==> src/rtl/pipelined_control_unit_pkg.sv <==
// pipelined_control_unit_pkg: opcodes, writeback-source codes and the ID/EX control bundle
package pipelined_control_unit_pkg;
    localparam logic [6:0] INST_TYPE_R = 7'b0110011;
    localparam logic [6:0] INST_TYPE_I = 7'b0010011;
    localparam logic [6:0] INST_TYPE_L = 7'b0000011;
    localparam logic [6:0] INST_TYPE_S = 7'b0100011;
    localparam logic [6:0] INST_TYPE_B = 7'b1100011;
    localparam logic [6:0] INST_LUI    = 7'b0110111;
    localparam logic [6:0] INST_AUIPC  = 7'b0010111;
    localparam logic [6:0] INST_JAL    = 7'b1101111;
    localparam logic [6:0] INST_JALR   = 7'b1100111;
    localparam logic [1:0] FROM_ALU    = 2'd0;
    localparam logic [1:0] FROM_MEM    = 2'd1;
    localparam logic [1:0] FROM_PC     = 2'd2;
    typedef struct packed {
        logic [4:0] rd;
        logic [2:0] funct3;
        logic [1:0] reg_src;
        logic       branch;
        logic       jal;
        logic       jalr;
        logic       mem_read;
        logic       mem_write;
        logic       reg_write;
        logic       illegal;
    } ctrl_t;
    localparam ctrl_t BUBBLE = '0;
endpackage

==> src/rtl/pipelined_control_unit_decode.sv <==
// control_decode: combinational RV32I opcode decode into the control bundle and operand-use flags
module control_decode
    import pipelined_control_unit_pkg::*;
#(
    parameter int HAS_ILLEGAL_TRAP = 1
) (
    input  logic [14:0] instr,
    output ctrl_t       ctrl,
    output logic        use1,
    output logic        use2
);
    logic legal;
    always_comb begin
        ctrl  = BUBBLE;
        use1  = 1'b0;
        use2  = 1'b0;
        legal = 1'b1;
        case (instr[6:0])
            INST_TYPE_R: begin ctrl.reg_write = 1'b1; use1 = 1'b1; use2 = 1'b1; end
            INST_TYPE_I: begin ctrl.reg_write = 1'b1; use1 = 1'b1; end
            INST_TYPE_L: begin ctrl.reg_write = 1'b1; ctrl.mem_read = 1'b1; ctrl.reg_src = FROM_MEM; use1 = 1'b1; end
            INST_TYPE_S: begin ctrl.mem_write = 1'b1; use1 = 1'b1; use2 = 1'b1; end
            INST_TYPE_B: begin ctrl.branch = 1'b1; use1 = 1'b1; use2 = 1'b1; end
            INST_LUI, INST_AUIPC: ctrl.reg_write = 1'b1;
            INST_JAL:    begin ctrl.reg_write = 1'b1; ctrl.jal = 1'b1; ctrl.reg_src = FROM_PC; end
            INST_JALR:   begin ctrl.reg_write = 1'b1; ctrl.jalr = 1'b1; ctrl.reg_src = FROM_PC; use1 = 1'b1; end
            default:     begin legal = 1'b0; ctrl.illegal = HAS_ILLEGAL_TRAP != 0; end
        endcase
        ctrl.rd     = ctrl.reg_write ? instr[11:7] : 5'd0;
        ctrl.funct3 = legal ? instr[14:12] : 3'd0;
    end
endmodule

==> src/rtl/pipelined_control_unit.sv <==
// pipelined_control_unit: ID decode, load-use stall counter, redirect squash and ID/EX control registers
module pipelined_control_unit
    import pipelined_control_unit_pkg::*;
#(
    parameter int REG_ADDR_W       = 5,
    parameter int LOAD_USE_STALL   = 1,
    parameter int HAS_ILLEGAL_TRAP = 1
) (
    input  logic                  clk,
    input  logic                  rst,
    input  logic [31:0]           id_instr,
    input  logic                  id_valid,
    input  logic                  ex_redirect,
    input  logic                  ext_stall,
    output logic [REG_ADDR_W-1:0] id_rs1,
    output logic [REG_ADDR_W-1:0] id_rs2,
    output logic                  pc_stall,
    output logic                  if_id_stall,
    output logic                  if_id_flush,
    output logic [REG_ADDR_W-1:0] ex_rd,
    output logic [2:0]            ex_funct3,
    output logic [1:0]            ex_reg_src,
    output logic                  ex_branch,
    output logic                  ex_jal,
    output logic                  ex_jalr,
    output logic                  ex_mem_read,
    output logic                  ex_mem_write,
    output logic                  ex_reg_write,
    output logic                  ex_illegal
);
    ctrl_t      dec, ctrl_d, ctrl_q;
    logic       use1, use2, hz, unused_hi;
    logic [2:0] cnt_d, cnt_q;
    control_decode #(.HAS_ILLEGAL_TRAP(HAS_ILLEGAL_TRAP)) u_decode (
        .instr (id_instr[14:0]),
        .ctrl  (dec),
        .use1  (use1),
        .use2  (use2)
    );
    assign unused_hi = ^id_instr[31:25];
    assign id_rs1    = REG_ADDR_W'(id_instr[19:15]);
    assign id_rs2    = REG_ADDR_W'(id_instr[24:20]);
    assign hz = id_valid & ctrl_q.mem_read & (ex_rd != '0) &
                ((use1 & (id_rs1 == ex_rd)) | (use2 & (id_rs2 == ex_rd)));
    // ext_stall outranks ex_redirect: EX is frozen and will present the redirect again
    always_comb begin
        ctrl_d      = ctrl_q;
        cnt_d       = cnt_q;
        pc_stall    = 1'b0;
        if_id_flush = 1'b0;
        if (ext_stall) begin
            pc_stall = 1'b1;
        end else if (ex_redirect) begin
            ctrl_d      = BUBBLE;
            cnt_d       = 3'd0;
            if_id_flush = 1'b1;
        end else if (cnt_q != 3'd0) begin
            ctrl_d   = BUBBLE;
            cnt_d    = cnt_q - 3'd1;
            pc_stall = 1'b1;
        end else if (hz) begin
            ctrl_d   = BUBBLE;
            cnt_d    = 3'(LOAD_USE_STALL - 1);
            pc_stall = 1'b1;
        end else begin
            ctrl_d = id_valid ? dec : BUBBLE;
        end
    end
    assign if_id_stall = pc_stall;
    always_ff @(posedge clk) begin
        if (rst) begin
            ctrl_q <= BUBBLE;
            cnt_q  <= 3'd0;
        end else begin
            ctrl_q <= ctrl_d;
            cnt_q  <= cnt_d;
        end
    end
    assign ex_rd        = REG_ADDR_W'(ctrl_q.rd);
    assign ex_funct3    = ctrl_q.funct3;
    assign ex_reg_src   = ctrl_q.reg_src;
    assign ex_branch    = ctrl_q.branch;
    assign ex_jal       = ctrl_q.jal;
    assign ex_jalr      = ctrl_q.jalr;
    assign ex_mem_read  = ctrl_q.mem_read;
    assign ex_mem_write = ctrl_q.mem_write;
    assign ex_reg_write = ctrl_q.reg_write;
    assign ex_illegal   = ctrl_q.illegal;
endmodule

==> config.mk <==
export PLATFORM = sky130hd
export DESIGN_NAME = pipelined_control_unit
export DESIGN_NICKNAME = d
export VERILOG_FILES = /design/src/rtl/pipelined_control_unit_pkg.sv /design/src/rtl/pipelined_control_unit_decode.sv /design/src/rtl/pipelined_control_unit.sv
export SDC_FILE = /design/constraint.sdc
export NUM_CORES = 1
export LEC_CHECK = 0
export CAP_MARGIN = 25
export CELL_PAD_IN_SITES_DETAIL_PLACEMENT = 1
export CELL_PAD_IN_SITES_GLOBAL_PLACEMENT = 1
export CORE_UTILIZATION = 26
export CTS_CLUSTER_DIAMETER = 60
export DETAILED_ROUTE_END_ITERATION = 12
export GPL_ROUTABILITY_DRIVEN = 0
export GPL_TIMING_DRIVEN = 0
export PLACE_DENSITY = 0.81
export SLEW_MARGIN = 20
export SYNTH_ARGS = -nofsm -noshare
export SYNTH_HDL_FRONTEND = slang
export SYNTH_SLANG_ARGS = --single-unit
export TNS_END_PERCENT = 5
==> constraint.sdc <==
create_clock -name clk -period 2.23 [get_ports clk]
set_clock_uncertainty 0.15 [all_clocks]
set_input_delay 0.3345 -clock clk [delete_from_list [all_inputs] [get_ports clk]]
set_output_delay 0.3345 -clock clk [all_outputs]
set_load 0.01 [all_outputs]
# Word level (Yosys, flattened, before mapping)
# Index checks and enable logic that the tools add are counted.
classes:
  addsub: 1
  n_eq_ne: 11
  mux: 26
  bitwise: 7
  reduce_logical: 9
ops:
  columns: ["operator", "count"]
  rows:
  - ["17-bit two-way mux", 4]
  - ["7-bit by 6-bit equality test with 1-bit output, second input constant", 3]
  - ["7-bit equality test, second input constant", 3]
  - ["1-bit two-way mux", 16]
  - ["7-bit by 5-bit equality test with 1-bit output, second input constant", 2]
  - ["3-bit two-way mux", 4]
  - ["5-bit equality test", 2]
  - ["9-bit OR reduction", 1]
  - ["7-bit by 2-bit equality test with 1-bit output, second input constant", 1]
  - ["7-bit OR reduction", 1]
  - ["3-bit nonzero test", 2]
  - ["6-bit OR reduction", 1]
  - ["1-bit AND", 5]
  - ["5-bit two-way mux", 1]
  - ["5-bit nonzero test", 1]
  - ["2-bit case mux with 2 select lines", 1]
  - ["3-bit OR reduction", 1]
  - ["3-bit by 1-bit subtractor with 3-bit output, second input constant", 1]
  - ["2-bit AND reduction", 1]
  - ["2-bit OR reduction", 1]
  - ["1-bit NOT", 1]
  - ["1-bit OR", 1]
totals:
  register_bits: 20
  in_bits: 37
  output_inout_bits: 30
  wordCells: 65

# Logic depth before layout (Yosys ltp)
# Gate-level depths: netlist (run 1).
depth:
  depth_word: 10
  depth_mapped: 7
  ltp_nobuf: 6

# Hierarchy
# A second synthesis (run 1) with hierarchy kept.
unflattened:
  cells_unflattened: 133
  area_unflattened_um2: 1266.2
by_module_without_submodules:
  columns: ["module", "n_inst", "cells_each", "area_each_um2", "seq_area_each_um2"]
  rows:
  - ["pipelined_control_unit", 1, 102, 1031.0, 400.4]
  - ["control_decode", 1, 31, 235.2, 0.0]

# Least setup slack after synthesis (run 1)
# No wires, ideal clock.
synth_path:
  path_type: "register -> output"
  start: "reg ctrl_q, in the netlist ex_rd[3]"
  end: "out pc_stall"
  t_arrival_ps: 1674
  path_slack_ps: 72
  path_stages_with_launch: 8
  n_path_buf: 1
  cell_sequence: "dfxtp_1 xor2_1 nor4_1 and4_1 o21ai_2 and2_4 o21bai_1 buf_4"
synth_via:
  elab_chain_cells: 8
  elab_cells_between_ends: 12
  classes_between: "eq/ne: 2; mux: 4; bitwise: 5; reduce/logical: 1"
synth_rtl:
  columns: ["element", "line_no", "rtl"]
  rows:
  - ["from (decl)", "pipelined_control_unit.sv:31", "ctrl_t dec, ctrl_d, ctrl_q;"]
  - ["from (signal assigned)", "pipelined_control_unit.sv:75", "ctrl_q <= ctrl_d;"]
  - ["5-bit equality test", "pipelined_control_unit.sv:44", "((use1 & (id_rs1 == ex_rd)) | (use2 & (id_rs2 == ex_rd)));"]
  - ["1-bit AND", "pipelined_control_unit.sv:44", null]
  - ["1-bit OR", "pipelined_control_unit.sv:44", null]
  - ["1-bit AND (*)", "pipelined_control_unit.sv:43", "assign hz = id_valid & ctrl_q.mem_read & (ex_rd != '0) &"]
  - ["1-bit two-way mux (*)", "pipelined_control_unit.sv:61", "end else if (hz) begin"]
  - ["1-bit two-way mux (*)", "pipelined_control_unit.sv:57", "end else if (cnt_q != 3'd0) begin"]
  - ["1-bit two-way mux (*)", "pipelined_control_unit.sv:53", "end else if (ex_redirect) begin"]
  - ["1-bit two-way mux (*)", "pipelined_control_unit.sv:51", "if (ext_stall) begin"]
  - ["to (decl)", "pipelined_control_unit.sv:17", "output logic pc_stall,"]
# Mark *: on every way between the ends. The rest lies on a longest branch, timed or not.

# Final worst setup path (run 1)
layout_path:
  start: "in id_instr[0]"
  end: "out pc_stall"
layout_via:
  elab_chain_cells: 10
  elab_cells_between_ends: 18
  classes_between: "eq/ne: 6; mux: 6; bitwise: 4; reduce/logical: 2"
layout_rtl:
  columns: ["element", "line_no", "rtl"]
  rows:
  - ["from (decl)", "pipelined_control_unit.sv:11", "input logic [31:0] id_instr,"]
  - ["7-bit by 6-bit equality test with 1-bit output (tied with other cells)", "pipelined_control_unit_decode.sv:18", "case (instr[6:0])"]
  - ["6-bit OR reduction (no source line) or 3-bit OR reduction (tied branches)", null, null]
  - ["1-bit two-way mux", "pipelined_control_unit_decode.sv:18", null]
  - ["1-bit AND", "pipelined_control_unit.sv:44", null]
  - ["1-bit OR (*)", "pipelined_control_unit.sv:44", null]
  - ["1-bit AND (*)", "pipelined_control_unit.sv:43", null]
  - ["1-bit two-way mux (*)", "pipelined_control_unit.sv:61", null]
  - ["1-bit two-way mux (*)", "pipelined_control_unit.sv:57", null]
  - ["1-bit two-way mux (*)", "pipelined_control_unit.sv:53", null]
  - ["1-bit two-way mux (*)", "pipelined_control_unit.sv:51", null]
# Marks and branches as above.

==> run metrics, run 1 <==
total gr overflow 0; Slew Viols, Final 0; crit-path most repeated cell buf_6; DRT iter0 DRCs 32; crit path kind primary input to primary output; Max Fclk 418 MHz; Design Area, Final 1980 um2; CTS sink cnt 19; DRC errors left 0; DIE WIDTH 69.6 um; WL/cell 15.6 um; CTS Buf Count 3; area of the mapped netlist about 1200 um2; Worst R2R Setup Slack 0.19 ns; RSZ-0062 raised after global routing yes; Place WS -0.973 ns; Tightest Pin Transition 0.518 ns; Synth area leader dfxtp_1; CP top delay family simple AND/OR/NAND/NOR gates; Slew HR 65.4%; Filler cells 541; HP Class primary input to flop; critical path endpoint pc_stall; overall global routing resource usage between 15 and 20%; hold slack 0.220 ns; Final ANT Viol Nets 0; vias per cell 4.93; area of the multi-input gates approximately 680 um2; I/O pin count 67; initial antenna violation count 0; Post-Route WL ~4.2 mm; Slowest-stage cell, CP clkdlybuf4s50_1; Longest Clk Path Bufs 2; Final Non-Filler Cells 266; Max rail drop VDD 248 uV; Sequential Area ~390 um2; total of max-cap violations 0; critical-path maximum fanout 3; Core Box Area ~4400 um2; Root Buffer clkbuf_8; Post-Route Utilization 45.2%; total number of vias 1,312; placed insts 255; Final setup violation count 2; RR Startpoint cnt_q[0]$_SDFFE_PP0P_; Post-Syn Instances 145; CP Buf/Inv Count 3; commonest non-fill, non-tap cells in the layout 46 x clkdlybuf4s50_1, 18 x buf_4, 16 x nand2_1; Final WS setup -0.164 ns; first-pass iteration count of the detailed router 4; clk slew on worst S/H paths 0.08 ns; sequential area share after synthesis 32.0%; HPWL after DPL approximately 2.9 mm; failing checks setup timing; first-pass GRT wire length 6.51 mm; worst r2r dst ex_rd[3]$_SDFFE_PP0N_; Final #Nets about 250; mean post-synth cell area 8.20 um2; Netlist cell types 36; CP max stage delay around 0.47 ns; most common cell after layout, fill and taps aside clkdlybuf4s50_1; I/O Buffers between 50 and 60; Arrival @ worst endpoint 1.91 ns; layout cells sized above 1 22.0%; Levels on crit path 9; worst-path cell chain clkdlybuf4s50_1 -> nand2_2 -> nor3_2 -> and4_1 -> o21ai_2 -> and2_4 -> o21bai_4 -> buf_6 -> buf_6; CTS tree done; FF+latch count, synth 19; Synth area leaders dfxtp_1 32%, buf_4 7.6%, nand2_1 5.4%, xor2_1 5.2%, a21oi_1 5.1%; minimum clock period 2.39 ns; die area ~4800 um2; initial core utilization 27.1%; status finished, violations left; ant diodes 0; Ys Warns 0; crit path launch type primary input; final period utilization 107%; H-tree depth 1; depth of the worst register-to-register path 6; Static Leak 0.000776 uW; Pwr Density ~380 nW/um2; Post-Syn Nets 184; Row Count 24; Hold Fails Final Rpt 0; crit path capture type primary output; DIE HEIGHT a little under 70 um; Synth-to-Final Area Change 66.7%; Skew-Pair Late Insertion Delay 0.26 ns; Required @ worst endpoint roughly 1.8 ns; Critical path origin id_instr[0]; vias in the first global route 1,364; Post-DP Area roughly 1800 um2; top cell type's share of synthesized area between 30% and 40%; largest net degree at the start of global routing 11
## cells by family (layout without fill, tap and decap cells)
logic type | Yosys count | in the layout | synth area share, %
AOI/OAI and AO/OA | 30 | 30 | 15.4
xor gates and xnor gates | 10 | 10 | 7.37
adders and majority gates | 2 | 2 | 2.10
buffers and inverters | 21 | 90 | 14.8
DFF | 19 | 19 | 32.0
muxes | 1 | 1 | 1.26
and+or+nand+nor | 62 | 62 | 27.1
## synth_stat cells
cell      instances
inv_1             3
xor2_1            7
o21ai_2           1
nor4_1            2
o22ai_1           2
xnor2_1           3
and4_1            1
and3_2            1
or3_1             1
mux2_4            1
nor2b_1           3
nand3_1           8
a211oi_1          1
and2_4            1
dfxtp_1          19
nor2_1           13
nand3b_1          4
or4_1             1
a31oi_1           1
ha_1              2
and3b_2           1
nand4_1           2
nand4b_1          1
o21bai_1          2
o32ai_1           1
nand2b_1          2
buf_4            12
nor3b_1           2
a32oi_1           3
clkbuf_8          3
o21ai_0           6
a22oi_1           1
a21oi_1          12
buf_6             3
nor3_1            2
nand2_1          17
## tightest hold or removal path, delay by kind of cell
family,cells,cell delay (ns)
AO/OA/AOI/OAI,1,0.06
buffers and inverters,1,0.12
AND/OR/NAND/NOR,1,0.06
## report_power, final
group	switching, uW	internal (uW)	leakage (uW)
Clock	124	127	0.0000228
Sequential	0.923	337	0.000156
Combinational	69.7	98.9	0.000597
Total	194	563	0.000776
## cell type report
| cell class | instances | area share, % |
|---|---|---|
| Buffer | 18 | 8.52 |
| Inverter | 3 | 0.568 |
| Multi-Input combinational cell | 105 | 34.3 |
| Timing Repair Buffer | 65 | 31.3 |
| Tap cell | 52 | 3.28 |
| Sequential cell | 19 | 19.8 |
| Clock buffer | 4 | 2.27 |
## sequential cells by signal, summed over array words and instances, names as in the netlist
name,count
ex_rd,5
cnt_q,3
ex_funct3,3
ex_reg_src,2
ex_branch,1
ex_illegal,1
ex_jal,1
ex_jalr,1
ex_mem_write,1
ex_reg_write,1
## routing by layer
metal	track usage [%]	part of all wire, %	wire length, um	vias to the layer above
li1	-	-	-	635
met3	2.47	4.1	169	9
met5	0	0	0	-
met4	5.33	2.0	85	0
met1	20.9	44	1820	625
met2	29.3	50	2080	43
## through the flow
stage | TNS, ns | total power [uW]
after floorplan | 0 | 415
after global placement | -3.68 | 512
after detailed placement | -3.87 | 514
after CTS | -0.322 | 754
after global routing | -0.423 | 788
final | -0.284 | 757
## what timing repair did
action	in CTS	in global routing
resized for setup	28	9
hold buffers	0	0
pin swaps	4	6
cloned	0	0
buffers inserted	4	3
setup endpoints to repair	2	8
## worst min path at each step
| stage | to | slack (ns) | cells past startpoint | startpoint |
|---|---|---|---|---|
| detailed placement | ex_funct3[1]$_SDFFE_PP0N_ | 0.30 | 2 | ex_funct3[1]$_SDFFE_PP0N_ |
| finish | ex_illegal$_SDFFE_PP0N_ | 0.22 | 3 | ext_stall |
| global placement | ex_funct3[1]$_SDFFE_PP0N_ | 0.30 | 2 | ex_funct3[1]$_SDFFE_PP0N_ |
| CTS | ex_illegal$_SDFFE_PP0N_ | 0.23 | 3 | ext_stall |
| global route | ex_rd[0]$_SDFFE_PP0N_ | 0.23 | 3 | ext_stall |
| floorplan | ex_jalr$_SDFFE_PP0N_ | 0.33 | 2 | ex_jalr$_SDFFE_PP0N_ |
No activity file was read; power rests on OpenSTA's default activity.
==> inputs of run 2 (changes only) <==
Settings changed: CAP_MARGIN 25 to 0.
==> results of run 2 <==
The final DEF is identical to that of run 1; final timing and power are the same.
==> inputs of run 3 (changes only) <==
Settings changed: CTS_CLUSTER_DIAMETER 60 to default.
==> results of run 3 <==
The final DEF is identical to that of run 1; final timing and power are the same.
